File: src/rtl/cpu0_pkg.sv
`default_nettype none
// ============================================================================
//  Module      : cpu0_pkg
//  Description : Shared CPU0 definitions: datapath width, opcode constants,
//                fetch state encoding and a word-alignment helper.
//  Revision    : 1.0 - initial release
// ============================================================================
package cpu0_pkg;

   localparam int WORD_W = 32;

   // Opcode map shared by the core and its benches
   localparam logic [7:0] LD    = 8'h00;
   localparam logic [7:0] ST    = 8'h01;
   localparam logic [7:0] LDB   = 8'h02;
   localparam logic [7:0] STB   = 8'h03;
   localparam logic [7:0] LDR   = 8'h04;
   localparam logic [7:0] STR   = 8'h05;
   localparam logic [7:0] LBR   = 8'h06;
   localparam logic [7:0] SBR   = 8'h07;
   localparam logic [7:0] LDI   = 8'h08;
   localparam logic [7:0] CMP   = 8'h10;
   localparam logic [7:0] MOV   = 8'h12;
   localparam logic [7:0] ADD   = 8'h13;
   localparam logic [7:0] SUB   = 8'h14;
   localparam logic [7:0] MUL   = 8'h15;
   localparam logic [7:0] DIV   = 8'h16;
   localparam logic [7:0] AND   = 8'h18;
   localparam logic [7:0] OR    = 8'h19;
   localparam logic [7:0] XOR   = 8'h1A;
   localparam logic [7:0] ROL   = 8'h1C;
   localparam logic [7:0] ROR   = 8'h1D;
   localparam logic [7:0] SHL   = 8'h1E;
   localparam logic [7:0] SHR   = 8'h1F;
   localparam logic [7:0] JEQ   = 8'h20;
   localparam logic [7:0] JNE   = 8'h21;
   localparam logic [7:0] JLT   = 8'h22;
   localparam logic [7:0] JGT   = 8'h23;
   localparam logic [7:0] JLE   = 8'h24;
   localparam logic [7:0] JGE   = 8'h25;
   localparam logic [7:0] JMP   = 8'h26;
   localparam logic [7:0] SWI   = 8'h2A;
   localparam logic [7:0] CALL  = 8'h2B;
   localparam logic [7:0] RET   = 8'h2C;
   localparam logic [7:0] IRET  = 8'h2D;
   localparam logic [7:0] PUSH  = 8'h30;
   localparam logic [7:0] POP   = 8'h31;
   localparam logic [7:0] PUSHB = 8'h32;
   localparam logic [7:0] POPB  = 8'h33;

   typedef enum logic [0:0] {
      IDLE  = 1'b0,
      FETCH = 1'b1
   } fetch_state_t;

   // Instructions are word-aligned; low address bits are dropped
   function automatic logic [WORD_W-1:0] word_align(input logic [WORD_W-1:0] addr);
      return addr & ~WORD_W'(3);
   endfunction

endpackage
`default_nettype wire

File: src/rtl/cpu0_ifq.sv
`default_nettype none
// ============================================================================
//  Module      : cpu0_ifq
//  Description : DEPTH-entry instruction queue of {pc, word} pairs with
//                flush (highest priority), push, pop and occupancy count.
//  Revision    : 1.0 - initial release
// ============================================================================
module cpu0_ifq
   import cpu0_pkg::*;
#(
   parameter int unsigned DEPTH = 4
) (
   input  logic                    clock,
   input  logic                    reset_n,
   input  logic                    flush,
   input  logic                    push,
   input  logic [WORD_W-1:0]       push_pc,
   input  logic [WORD_W-1:0]       push_word,
   input  logic                    pop,
   output logic                    valid,
   output logic [WORD_W-1:0]       head_pc,
   output logic [WORD_W-1:0]       head_word,
   output logic [$clog2(DEPTH):0]  count
);

   localparam int unsigned PTR_W = $clog2(DEPTH);
   localparam int unsigned CNT_W = PTR_W + 1;
   localparam logic [CNT_W-1:0] ONE = CNT_W'(1);

   logic [PTR_W-1:0]  wr_ptr;
   logic [PTR_W-1:0]  rd_ptr;
   logic [WORD_W-1:0] pc_mem   [DEPTH];
   logic [WORD_W-1:0] word_mem [DEPTH];
   logic              pop_fire;
   logic              write_en;

   // A pop on an empty queue is ignored; flush overrides both push and pop
   assign pop_fire  = pop && valid && !flush;
   assign write_en  = push && !flush;
   assign valid     = (count != '0);
   assign head_pc   = pc_mem[rd_ptr];
   assign head_word = word_mem[rd_ptr];

   // Storage array: cleared at reset so the head reads zero before any push
   always_ff @(posedge clock or negedge reset_n) begin
      if (!reset_n) begin
         for (int i = 0; i < int'(DEPTH); i++) begin
            pc_mem[i]   <= '0;
            word_mem[i] <= '0;
         end
      end else if (write_en) begin
         pc_mem[wr_ptr]   <= push_pc;
         word_mem[wr_ptr] <= push_word;
      end
   end

   // Pointers wrap naturally because DEPTH is a power of two
   always_ff @(posedge clock or negedge reset_n) begin
      if (!reset_n) begin
         wr_ptr <= '0;
         rd_ptr <= '0;
         count  <= '0;
      end else if (flush) begin
         wr_ptr <= '0;
         rd_ptr <= '0;
         count  <= '0;
      end else begin
         if (write_en) wr_ptr <= wr_ptr + 1'b1;
         if (pop_fire) rd_ptr <= rd_ptr + 1'b1;
         case ({write_en, pop_fire})
            2'b10:   count <= count + ONE;
            2'b01:   count <= count - ONE;
            default: count <= count;
         endcase
      end
   end

endmodule
`default_nettype wire

File: src/rtl/cpu0_fetch.sv
`default_nettype none
// ============================================================================
//  Module      : cpu0_fetch
//  Description : CPU0 instruction prefetch. Reads bytes from a byte-wide
//                memory port, assembles big-endian 32-bit words and queues
//                them with their address for the execute stage.
//                Optional trace output: define CPU0_FETCH_TRACE_EN.
//  Revision    : 1.0 - initial release
// ============================================================================
module cpu0_fetch
   import cpu0_pkg::*;
#(
   parameter int unsigned        DEPTH    = 4,
   parameter logic [WORD_W-1:0]  RESET_PC = 32'h0
) (
   input  logic               clock,
   input  logic               reset_n,
   input  logic               redirect,
   input  logic [WORD_W-1:0]  redirect_pc,
   output logic               mem_req,
   output logic [WORD_W-1:0]  mem_addr,
   input  logic [7:0]         mem_rdata,
   input  logic               mem_ack,
   output logic               ir_valid,
   output logic [WORD_W-1:0]  ir,
   output logic [WORD_W-1:0]  ir_pc,
   input  logic               ir_ready
);

   localparam int unsigned      CNT_W = $clog2(DEPTH) + 1;
   localparam logic [CNT_W-1:0] FULL  = CNT_W'(DEPTH);
   localparam logic [CNT_W-1:0] ONE   = CNT_W'(1);

   fetch_state_t      state;
   logic [1:0]        b;
   logic [WORD_W-1:0] fetch_pc;
   logic [23:0]       partial;
   logic [CNT_W-1:0]  count;
   logic [CNT_W-1:0]  net_count;
   logic              pop_fire;
   logic              push;
   logic              slot_now;
   logic              slot_after;

   // A same-cycle pop already counts as a freed slot
   assign pop_fire   = ir_valid && ir_ready;
   assign net_count  = count - (pop_fire ? ONE : '0);
   assign slot_now   = net_count < FULL;
   assign slot_after = (net_count + ONE) < FULL;
   // The 4th byte goes straight into the queue alongside the three held bytes
   assign push       = (state == FETCH) && mem_ack && (b == 2'd3) && !redirect;

   // Fetch sequencer: byte index, word address, byte assembly and memory request
   always_ff @(posedge clock or negedge reset_n) begin
      if (!reset_n) begin
         state    <= IDLE;
         mem_req  <= 1'b0;
         mem_addr <= RESET_PC;
         fetch_pc <= RESET_PC;
         b        <= '0;
         partial  <= '0;
      end else if (redirect) begin
         state    <= FETCH;
         mem_req  <= 1'b1;
         fetch_pc <= word_align(redirect_pc);
         mem_addr <= word_align(redirect_pc);
         b        <= '0;
      end else begin
         case (state)
            IDLE: begin
               if (slot_now) begin
                  state   <= FETCH;
                  mem_req <= 1'b1;
               end
            end
            FETCH: begin
               if (mem_ack) begin
                  if (b == 2'd3) begin
                     fetch_pc <= fetch_pc + 32'd4;
                     mem_addr <= fetch_pc + 32'd4;
                     b        <= '0;
                     if (!slot_after) begin
                        state   <= IDLE;
                        mem_req <= 1'b0;
                     end
                  end else begin
                     partial  <= {partial[15:0], mem_rdata};
                     mem_addr <= mem_addr + 32'd1;
                     b        <= b + 2'd1;
                  end
               end
            end
            default: begin
               state   <= IDLE;
               mem_req <= 1'b0;
            end
         endcase
      end
   end

   cpu0_ifq #(
      .DEPTH (DEPTH)
   ) u_ifq (
      .clock     (clock),
      .reset_n   (reset_n),
      .flush     (redirect),
      .push      (push),
      .push_pc   (fetch_pc),
      .push_word ({partial, mem_rdata}),
      .pop       (pop_fire),
      .valid     (ir_valid),
      .head_pc   (ir_pc),
      .head_word (ir),
      .count     (count)
   );

`ifdef CPU0_FETCH_TRACE_EN
   // Simulation trace of queued words and redirects
   always @(posedge clock) begin
      if (reset_n) begin
         if (redirect)
            $display("%4dns REDIRECT %8x", $stime, word_align(redirect_pc));
         else if (push)
            $display("%4dns %8x : FETCH %8x", $stime, fetch_pc, {partial, mem_rdata});
      end
   end
`else
   // Tracing compiled out
`endif

endmodule
`default_nettype wire

File: config.mk
export PLATFORM = sky130hd
export DESIGN_NAME = cpu0_fetch
export DESIGN_NICKNAME = d
export VERILOG_FILES = /design/src/rtl/cpu0_pkg.sv /design/src/rtl/cpu0_ifq.sv /design/src/rtl/cpu0_fetch.sv
export SDC_FILE = /design/constraint.sdc
export NUM_CORES = 1
export LEC_CHECK = 0
export ABC_AREA = 0
export CORE_MARGIN = 2
export CORE_UTILIZATION = 50
export DETAILED_ROUTE_END_ITERATION = 10
export PLACE_DENSITY_LB_ADDON = 0.12
export SLEW_MARGIN = 0
export SYNTH_ARGS = -nofsm -noshare
export SYNTH_HDL_FRONTEND = slang
export SYNTH_SLANG_ARGS = --single-unit
export TNS_END_PERCENT = 100
File: constraint.sdc
create_clock -name clock -period 3.1 [get_ports clock]
set_input_delay 0.465 -clock clock [delete_from_list [all_inputs] [get_ports clock]]
set_output_delay 0.465 -clock clock [all_outputs]
set_load 0.05 [all_outputs]
* Word-level counts from Yosys, hierarchy flattened
Cells that the tools add are included.
** Operators by class
- Bitwise gates (word level) :: 5
- Equality and inequality tests :: 7
- $add $sub $neg :: 9
- $lt $le $gt $ge :: 5
- Reductions and logical operators :: 20
- Mux-type cells :: 41
** Operators by type and width (number)
- 2-to-1 mux 32 bit :: 13
- bitwise mux 128 bit :: 2
- binary-select mux 32 bit (select 2 bit) :: 2
- demux 32 bit (select 2 bit) :: 1
- adder 32 x 1 -> 32 bit, second input constant :: 1
- adder 32 x 3 -> 32 bit, second input constant :: 1
- 2-to-1 mux 2 bit :: 8
- 2-to-1 mux 1 bit :: 11
- nonzero test 2 bit :: 5
- != test 3 bit, second input constant :: 3
- logical AND 1 bit :: 8
- AND reduction 4 bit :: 2
- adder 2 x 1 -> 2 bit, second input constant :: 3
- adder 3 x 1 -> 3 bit, second input constant :: 2
- greater-or-equal comparator 3 bit, second input constant :: 2
- < comparator 3 bit, second input constant :: 2
- NOT 2 -> 3 bit :: 2
- case mux 3 bit (2 select lines) :: 1
- nonzero test 3 bit :: 2
- == test 2 bit, second input constant :: 2
- case mux 1 bit (2 select lines) :: 2
- < comparator 3 x 1 -> 1 bit, second input constant :: 1
- 2-to-1 mux 3 bit :: 1
- != test 3 x 2 -> 1 bit, second input constant :: 1
- other kinds (7) :: 9
** Word-level totals
- Flip-flop bits (word level) :: 355
- Input port bits :: 45
- Logic and storage cells :: 104

* Longest topological paths before layout
Gate-level depths: netlist of run 1.
- Word-level depth :: 11
- Gate-level depth with buffers :: 10
- Gate-level depth less buffers :: 10

* Cells and area by module
From an unflattened synthesis of run 1, not the netlist that was laid out.
** Unflattened totals
- Cells, all modules :: 1257
- Area, all modules :: 18189.9 µm²
** Modules (own cells, without submodules)
- cpu0_ifq :: times used 1, cells an instance 667, area an instance 12717.2 µm²
- cpu0_fetch :: times used 1, cells an instance 590, area an instance 5472.7 µm²

* Worst setup path before layout of run 1
OpenSTA, ideal clock, no wires.
- Path type :: flip-flop to flip-flop
- From :: register u_ifq.count[2]
- To :: register mem_req
- Arrival :: 2.419 ns
- Stages on the path, launching flop included :: 11
- Data required time :: 2.960 ns
- Path slack :: 0.541 ns
- Period minus slack after synthesis :: 2.559 ns
- Path through :: dfrtp_1 or3_1 nand2_1 inv_1 ha_1 ha_1 xnor2_1 xnor2_1 nand3_1 a21boi_0 o21ai_0
** On the way
- Longest elaborated chain between the ends :: 8
- Elaborated cells between the ends (all ways) :: 10
** RTL lines
- start: declaration :: line cpu0_ifq.sv:23 : output logic [$clog2(DEPTH):0] count
- start signal: assignment :: line cpu0_ifq.sv:71 : 2'b10: count <= count + ONE;
- start signal: assignment :: line cpu0_ifq.sv:72 : 2'b01: count <= count - ONE;
- start signal: assignment :: line cpu0_ifq.sv:73 : default: count <= count;
- nonzero test 3 bit (*) :: line cpu0_ifq.sv:40 : assign valid = (count != '0);
- net ir_valid :: line cpu0_fetch.sv:24 : output logic ir_valid,
- logical AND 1 bit (*) :: line cpu0_fetch.sv:46 : assign pop_fire = ir_valid && ir_ready;
- 2-to-1 mux 1 bit (*) :: line cpu0_fetch.sv:47 : assign net_count = count - (pop_fire ? ONE : '0);
- subtractor 3 x 1 -> 3 bit (*) :: line cpu0_fetch.sv:47
- adder 3 x 1 -> 3 bit :: line cpu0_fetch.sv:49 : assign slot_after = (net_count + ONE) < FULL;
- < comparator 3 bit :: line cpu0_fetch.sv:49
- != test 3 bit (no source line)
- AND reduction 4 bit (no source line) (*)
- end signal: assignment :: line cpu0_fetch.sv:57 : mem_req <= 1'b0;
- end signal: assignment :: line cpu0_fetch.sv:64 : mem_req <= 1'b1;
- end signal: assignment :: line cpu0_fetch.sv:73 : mem_req <= 1'b1;
- end: declaration :: line cpu0_fetch.sv:20 : output logic mem_req,
The timed path passes the listed nets; every way through them passes the cells marked *.
A chain may end at the register's enable or synchronous reset.

* Final worst setup path of run 1
- From :: register u_ifq.rd_ptr[1]
- To :: output port ir[26]
** On the way
- Longest elaborated chain between the ends :: 4
** RTL lines
- start: declaration :: line cpu0_ifq.sv:31 : logic [PTR_W-1:0] rd_ptr;
- start signal: assignment :: line cpu0_ifq.sv:69 : if (pop_fire) rd_ptr <= rd_ptr + 1'b1;
- NOT 2 -> 3 bit (not written as such) :: line cpu0_ifq.sv:42 : assign head_word = word_mem[rd_ptr];
- binary-select mux 32 bit (select 2 bit) :: line cpu0_ifq.sv:42
- 2-to-1 mux 32 bit (not written as such) (2 in series) :: line cpu0_ifq.sv:42
- end: declaration :: line cpu0_fetch.sv:25 : output logic [WORD_W-1:0] ir,
Every way passes these cells. The select of a mux whose other input is x is not followed.

==> flow_summary.json, run 1 <==
{
  "crit_path_start_kind": "flip-flop",
  "p_per_area_nw_per_um2": 616.1,
  "initial_core_util_pct": 50.91,
  "dpl_cell_area_sq_um": 18680,
  "grt-ovfl-total": 0,
  "finalSetupTns_ns": 0,
  "die_area_sq_um": 34690,
  "crit_arrival_ns": 2.48,
  "min_path_cells": 2,
  "outcome": "finished clean",
  "dp_cells": 1854,
  "cts_inserted_buffers": 39,
  "clk_latency_ns": 0.53,
  "nets": 1509,
  "dr.pass1.iters": 5,
  "period_share_pct": 95.02,
  "core_area_sq_um": 32620,
  "root_buffer": "clkbuf_16",
  "hold_viol_final": 0,
  "io_pins": 143,
  "tightest_slew_ns": 0.6449,
  "postSynthAreaPerCell_sq_um": 12.51,
  "r2r_cells": 7,
  "grt_pass1_vias": 11400,
  "vias_per_cell": 5.815,
  "ys.flop_type": "dfrtp_1",
  "fp-row-count": 66,
  "endpoint_kind": "output port",
  "h-tree-depth": 2,
  "worstPathMaxFanout": 14,
  "crit_type": "reg -> out",
  "timing.hold.ws_ns": 0.3486,
  "fin_skew_ns": 0.02363,
  "antenna_found_initial": 0,
  "ys_types": 69,
  "cts_sinks": 345,
  "gp_congestion": 0.8798,
  "die_h_um": 186.3,
  "grt_util_all_layers_pct": 23.96,
  "post-cts-setup-buffers": 0,
  "hp-class": "in -> reg",
  "grt_first_pass_wirelength_um": 64490,
  "portBuffers": 138,
  "final_core_util_pct": 61.20,
  "totalWireLength_um": 40260,
  "antenna_left": 0,
  "via_count": 11190,
  "synth_edf_count": 0,
  "max-clock-path-buffers": 3,
  "async_reset_ff_share_pct": 100.0,
  "relSlewSlack_pct": 56.85,
  "clkSlewWorstSetupHoldPaths_ns": 0.06,
  "synth-seq-cells": 345,
  "grt_setup_unrepaired": "no",
  "stdcell_count": 1925,
  "slew_viol_final": 0,
  "syn2layout_area_growth_pct": 20.21,
  "n_antenna_cell": 0,
  "hpwl_um": 27240,
  "drive_above_1_share_pct": 30.07,
  "period_minus_slack_ns": 2.946,
  "max_freq_mhz": 339.5,
  "drtIter0Drc": 752,
  "post_drt_wl_per_cell_um": 20.91,
  "final_cell_area_sq_um": 19960,
  "p_leak_uw": 0.009438,
  "syn_area_sq_um": 16610,
  "ys_warn_count": 0,
  "cap_violations": 0,
  "die_x_um": 186.3,
  "drc": 0,
  "cts_tree": "built",
  "critPathRequiredTime_ns": 2.63,
  "grt_max_degree": 68,
  "syn_inst": 1327,
  "ys_seq_area_share_pct": 51.99,
  "setup_violations": 0,
  "peakVddDrop_uv": 330.0
}
[repair_timing]
action | CTS | global route
resized for setup | 47 | 1
setup endpoints to repair | 47 | 1
gates cloned | 0 | 0
endpoints found under the hold margin | 60 | 0
hold buffers | 1 | 0
[where the power goes]
group          switching (uW)  total (uW)  internal (uW)
registers                 411        5200           4790
clock network            1830        4750           2910
logic                    1460        2350            896
[worst paths after layout]
| kind | start | end | slack (ns) |
|---|---|---|---|
| worst max-delay path | u_ifq.rd_ptr[1] | ir[26] | 0.15 |
| min in group asynchronous | reset_n | u_ifq.word_mem[125] | 0.50 |
| worst max register to register | fetch_pc[10] | mem_addr[27] | 0.57 |
| max in group asynchronous | reset_n | u_ifq.word_mem[6] | 1.79 |
| worst min register to register | u_ifq.pc_mem[66] | u_ifq.pc_mem[66] | 0.48 |
| worst min-delay path | redirect | u_ifq.rd_ptr[0] | 0.35 |
[per-layer routing]
layer	up-vias	GRT usage, %	routed length [um]
li1	5046	-	-
met3	58	2.901	1903
met1	5809	35.15	18510
met5	-	0	0
met4	0	6.866	906
met2	280	37.93	18940
[logic make-up after synthesis]
| kind of cell | after synthesis | synth area share (%) |
|---|---|---|
| AOI/OAI and AO/OA | 152 | 5.794 |
| xor gates and xnor gates | 62 | 3.270 |
| and+or+nand+nor | 328 | 9.817 |
| muxes | 311 | 25.26 |
| other | 1 | 0.02258 |
| DFF | 345 | 51.99 |
| buffers and inverters | 118 | 3.051 |
| adders and majority gates | 10 | 0.7986 |
[flip-flops by register name, indices dropped and copies added (netlist names)]
signal,cells
u_ifq.word_mem,128
u_ifq.pc_mem,120
mem_addr,32
fetch_pc,30
partial,24
u_ifq.count,3
b,2
u_ifq.rd_ptr,2
u_ifq.wr_ptr,2
mem_req,1
state,1
[critical path: stages, from the launching register on]
cell             delay [ns]
dfrtp_2                0.66
mux4_2                 0.57
clkdlybuf4s50_1        0.71
[final cells by class]
| cell class | count | area (sq um) |
|---|---|---|
| fill | 2597 | 12650 |
| sequential | 345 | 8638 |
| multi-input combinational | 865 | 7503 |
| timing repair buffer | 187 | 1883 |
| clock buffer | 55 | 1149 |
| tap | 442 | 553.0 |
| clock inverter | 15 | 177.7 |
| inverter | 16 | 60.06 |
[synth_stat cells (all sizes together), types with 3 or more instances]
library cell  instances  area (sq um)
buf                  41         216.5
xnor2                34         297.8
o211ai                3         22.52
mux2i                 4         40.04
nand2b                4         25.02
a21o                  6         45.04
nor2                 53         198.9
o21ai                55         275.3
o221ai                5         43.79
ha                    9         112.6
nand4                25         192.7
or3                   4         25.02
dfrtp               345          8633
mux4                 62          1396
a21boi                6         45.04
o22ai                 3         18.77
o311ai                3         33.79
and4                  5         43.79
mux2                245          2759
a22oi                 5         37.54
nand3                28         170.2
o21a                  3         22.52
clkbuf               61         230.2
a221oi                4         35.03
nor3                 20         120.1
and3                 11         68.82
a21oi                30         150.1
nor4                  8         95.09
a31oi                 8         50.05
inv                  16         60.06
a211oi                6         45.04
nand2               155         581.8
and2                  6         38.79
xor2                 28         245.2
a222oi                3         30.03
[stage by stage]
| step | setup WS, ns | total power, uW |
|---|---|---|
| global route | 0.08106 | 12800 |
| finish | 0.1544 | 12300 |
| global placement | 0.4364 | 7671 |
| detailed placement | 0.4466 | 7708 |
| floorplan | 0.5406 | 6786 |
| CTS | 0.002577 | 12410 |
[placed cells by master (no fill, tap or decap), types with 5 or more instances in the layout]
| cell type | n |
|---|---|
| dfrtp_1 | 343 |
| xor2_1 | 28 |
| a22oi_1 | 5 |
| nand4_1 | 22 |
| nand2_1 | 151 |
| nand3_1 | 25 |
| a21boi_0 | 6 |
| ha_1 | 9 |
| a211oi_1 | 6 |
| clkbuf_16 | 41 |
| xnor2_1 | 34 |
| o221ai_1 | 5 |
| clkbuf_1 | 7 |
| nor4_1 | 5 |
| mux4_2 | 62 |
| dlygate4sd2_1 | 47 |
| inv_1 | 16 |
| a21o_1 | 6 |
| o21ai_0 | 54 |
| and3_1 | 11 |
| clkinv_2 | 10 |
| mux2_2 | 242 |
| nor3_1 | 16 |
| buf_4 | 37 |
| nor2_1 | 52 |
| a31oi_1 | 8 |
| clkdlybuf4s50_1 | 83 |
| a21oi_1 | 30 |
| and4_1 | 5 |
| buf_12 | 16 |
| clkbuf_8 | 7 |
Note: power is estimated with default switching activity, not from simulation.
==> run 2: changes to the inputs <==
Settings changed: HOLD_SLACK_MARGIN set to 0.02, PLACE_DENSITY_LB_ADDON 0.12 to 0.2.
==> flow_summary.json, run 2 (synthesis results as in run 1) <==
{
  "outcome": "finished clean",
  "final_cell_area_sq_um": 19840,
  "drive_above_1_share_pct": 31.75,
  "grt_max_degree": 90,
  "worstHoldStart": "redirect",
  "antenna_left": 0,
  "p_leak_uw": 0.009545,
  "drtIter0Drc": 771,
  "largest_register": "u_ifq.word_mem",
  "clk_latency_ns": 0.53,
  "r2r_slack_ns": 0.57,
  "design_power_total_uw": 12110,
  "period_share_pct": 96.95,
  "fp-row-count": 66,
  "critPathRequiredTime_ns": 2.63,
  "grt_setup_unrepaired": "no",
  "root_buffer": "clkbuf_16",
  "hold_end": "fetch_pc[19]",
  "relSlewSlack_pct": 51.90,
  "h-tree-depth": 2,
  "dp_cells": 1852,
  "clkSlewWorstSetupHoldPaths_ns": 0.06,
  "gp_congestion": 0.8580,
  "dr.pass1.iters": 5,
  "syn2layout_area_growth_pct": 19.48,
  "finalSetupTns_ns": 0,
  "setup_violations": 0,
  "totalWireLength_um": 39510,
  "core_area_sq_um": 32620,
  "stdcell_count": 1919,
  "hold_viol_final": 0,
  "cap_violations": 0,
  "fin_skew_ns": 0.01399,
  "max-clock-path-buffers": 3,
  "n_antenna_cell": 0,
  "die_area_sq_um": 34690,
  "grt_pass1_vias": 11140,
  "setup_ws_ns": 0.09444,
  "grt_first_pass_wirelength_um": 62770,
  "tightest_slew_ns": 0.7215,
  "hpwl_um": 26200,
  "post_drt_wl_per_cell_um": 20.59,
  "portBuffers": 138,
  "fill_cells": 2635,
  "r2r_cells": 10,
  "largest_reg_flops": 128,
  "period_minus_slack_ns": 3.006,
  "p_per_area_nw_per_um2": 610.3,
  "dpl_cell_area_sq_um": 18510,
  "die_h_um": 186.3,
  "peakVddDrop_uv": 346.8,
  "post-cts-setup-buffers": 0,
  "top_regs": "u_ifq.word_mem: 128 flops, u_ifq.pc_mem: 120 flops, mem_addr: 32 flops",
  "endpoint_kind": "output port",
  "io_pins": 143,
  "timing.rr.start": "u_ifq.count[2]",
  "initial_core_util_pct": 50.91,
  "cts_sinks": 345,
  "die_x_um": 186.3,
  "final_common_cell": "dfrtp_1",
  "reg2reg_to": "mem_req",
  "via_count": 11100,
  "slew_viol_final": 0,
  "antenna_found_initial": 0,
  "grt-ovfl-total": 0,
  "cts_tree": "built",
  "hp-class": "in -> reg",
  "min_path_cells": 3,
  "crit_arrival_ns": 2.54,
  "mostFrequentLayoutCells": "343 x dfrtp_1, 242 x mux2_2, 151 x nand2_1",
  "max_freq_mhz": 332.7,
  "vias_per_cell": 5.784,
  "grt_util_all_layers_pct": 23.41,
  "crit_type": "reg -> out",
  "pre_cts_ws_ns": 0.5181,
  "nets": 1505,
  "drc": 0,
  "worstPathMaxFanout": 12,
  "cts_inserted_buffers": 37,
  "crit_path_start_kind": "flip-flop"
}
==> run 2: per-stage QoR <==
stage / hold WS, ns / utilization (%)
after floorplan: 0.1694 / -
after global placement: 0.4589 / 56.76
after detailed placement: 0.4761 / 56.76
after CTS: 0.3850 / 60.68
after global routing: 0.4037 / 60.83
final: 0.3984 / 60.83
==> run 2: metal layers <==
layer | up-vias | GRT usage [%] | share of wire (%)
met2 | 277 | 37.34 | 47
met3 | 71 | 3.427 | 4.8
li1 | 5033 | - | -
met5 | - | 0 | 0
met1 | 5719 | 33.94 | 45
met4 | 0 | 6.079 | 2.4
==> run 2: how the worst max path moves through the flow <==
stage | end | slack [ns] | startpoint | depth (start not counted)
after global placement | mem_req | 0.55 | ir_ready | 10
after detailed placement | mem_req | 0.52 | ir_ready | 10
after CTS | ir_pc[17] | 0.009 | u_ifq.rd_ptr[0] | 3
final | ir[25] | 0.09 | u_ifq.rd_ptr[0] | 3
after floorplan | mem_req | 0.54 | u_ifq.count[2] | 10
after global routing | ir[17] | 0.005 | u_ifq.rd_ptr[0] | 3
==> run 2: timing repair <==
item	4_1_cts	5_1_grt
gates resized for setup	0	20
endpoints found under the hold margin	46	0
hold buffers	1	0
setup endpoints to repair	0	20
==> run 2: worst max-delay path, cell delays in order (launching register included) <==
cell             delay (ns)
dfrtp_4                0.57
buf_4                  0.23
mux4_2                 0.50
clkdlybuf4s50_1        0.71
==> run 2: area by class of cell <==
type / instances / area, sq um / share of cell area, %
tap: 442 / 553.0 / 2.787
sequential: 345 / 8638 / 43.54
clock buffer: 53 / 1119 / 5.638
timing repair buffer: 185 / 1819 / 9.169
clock inverter: 13 / 148.9 / 0.7504
multi-input combinational: 865 / 7503 / 37.82
inverter: 16 / 60.06 / 0.3027
==> run 2: power by group <==
group / internal [uW] / switching (uW) / total, uW
sequential: 4790 / 391 / 5180
clock: 2760 / 1780 / 4540
combinational: 921 / 1460 / 2380
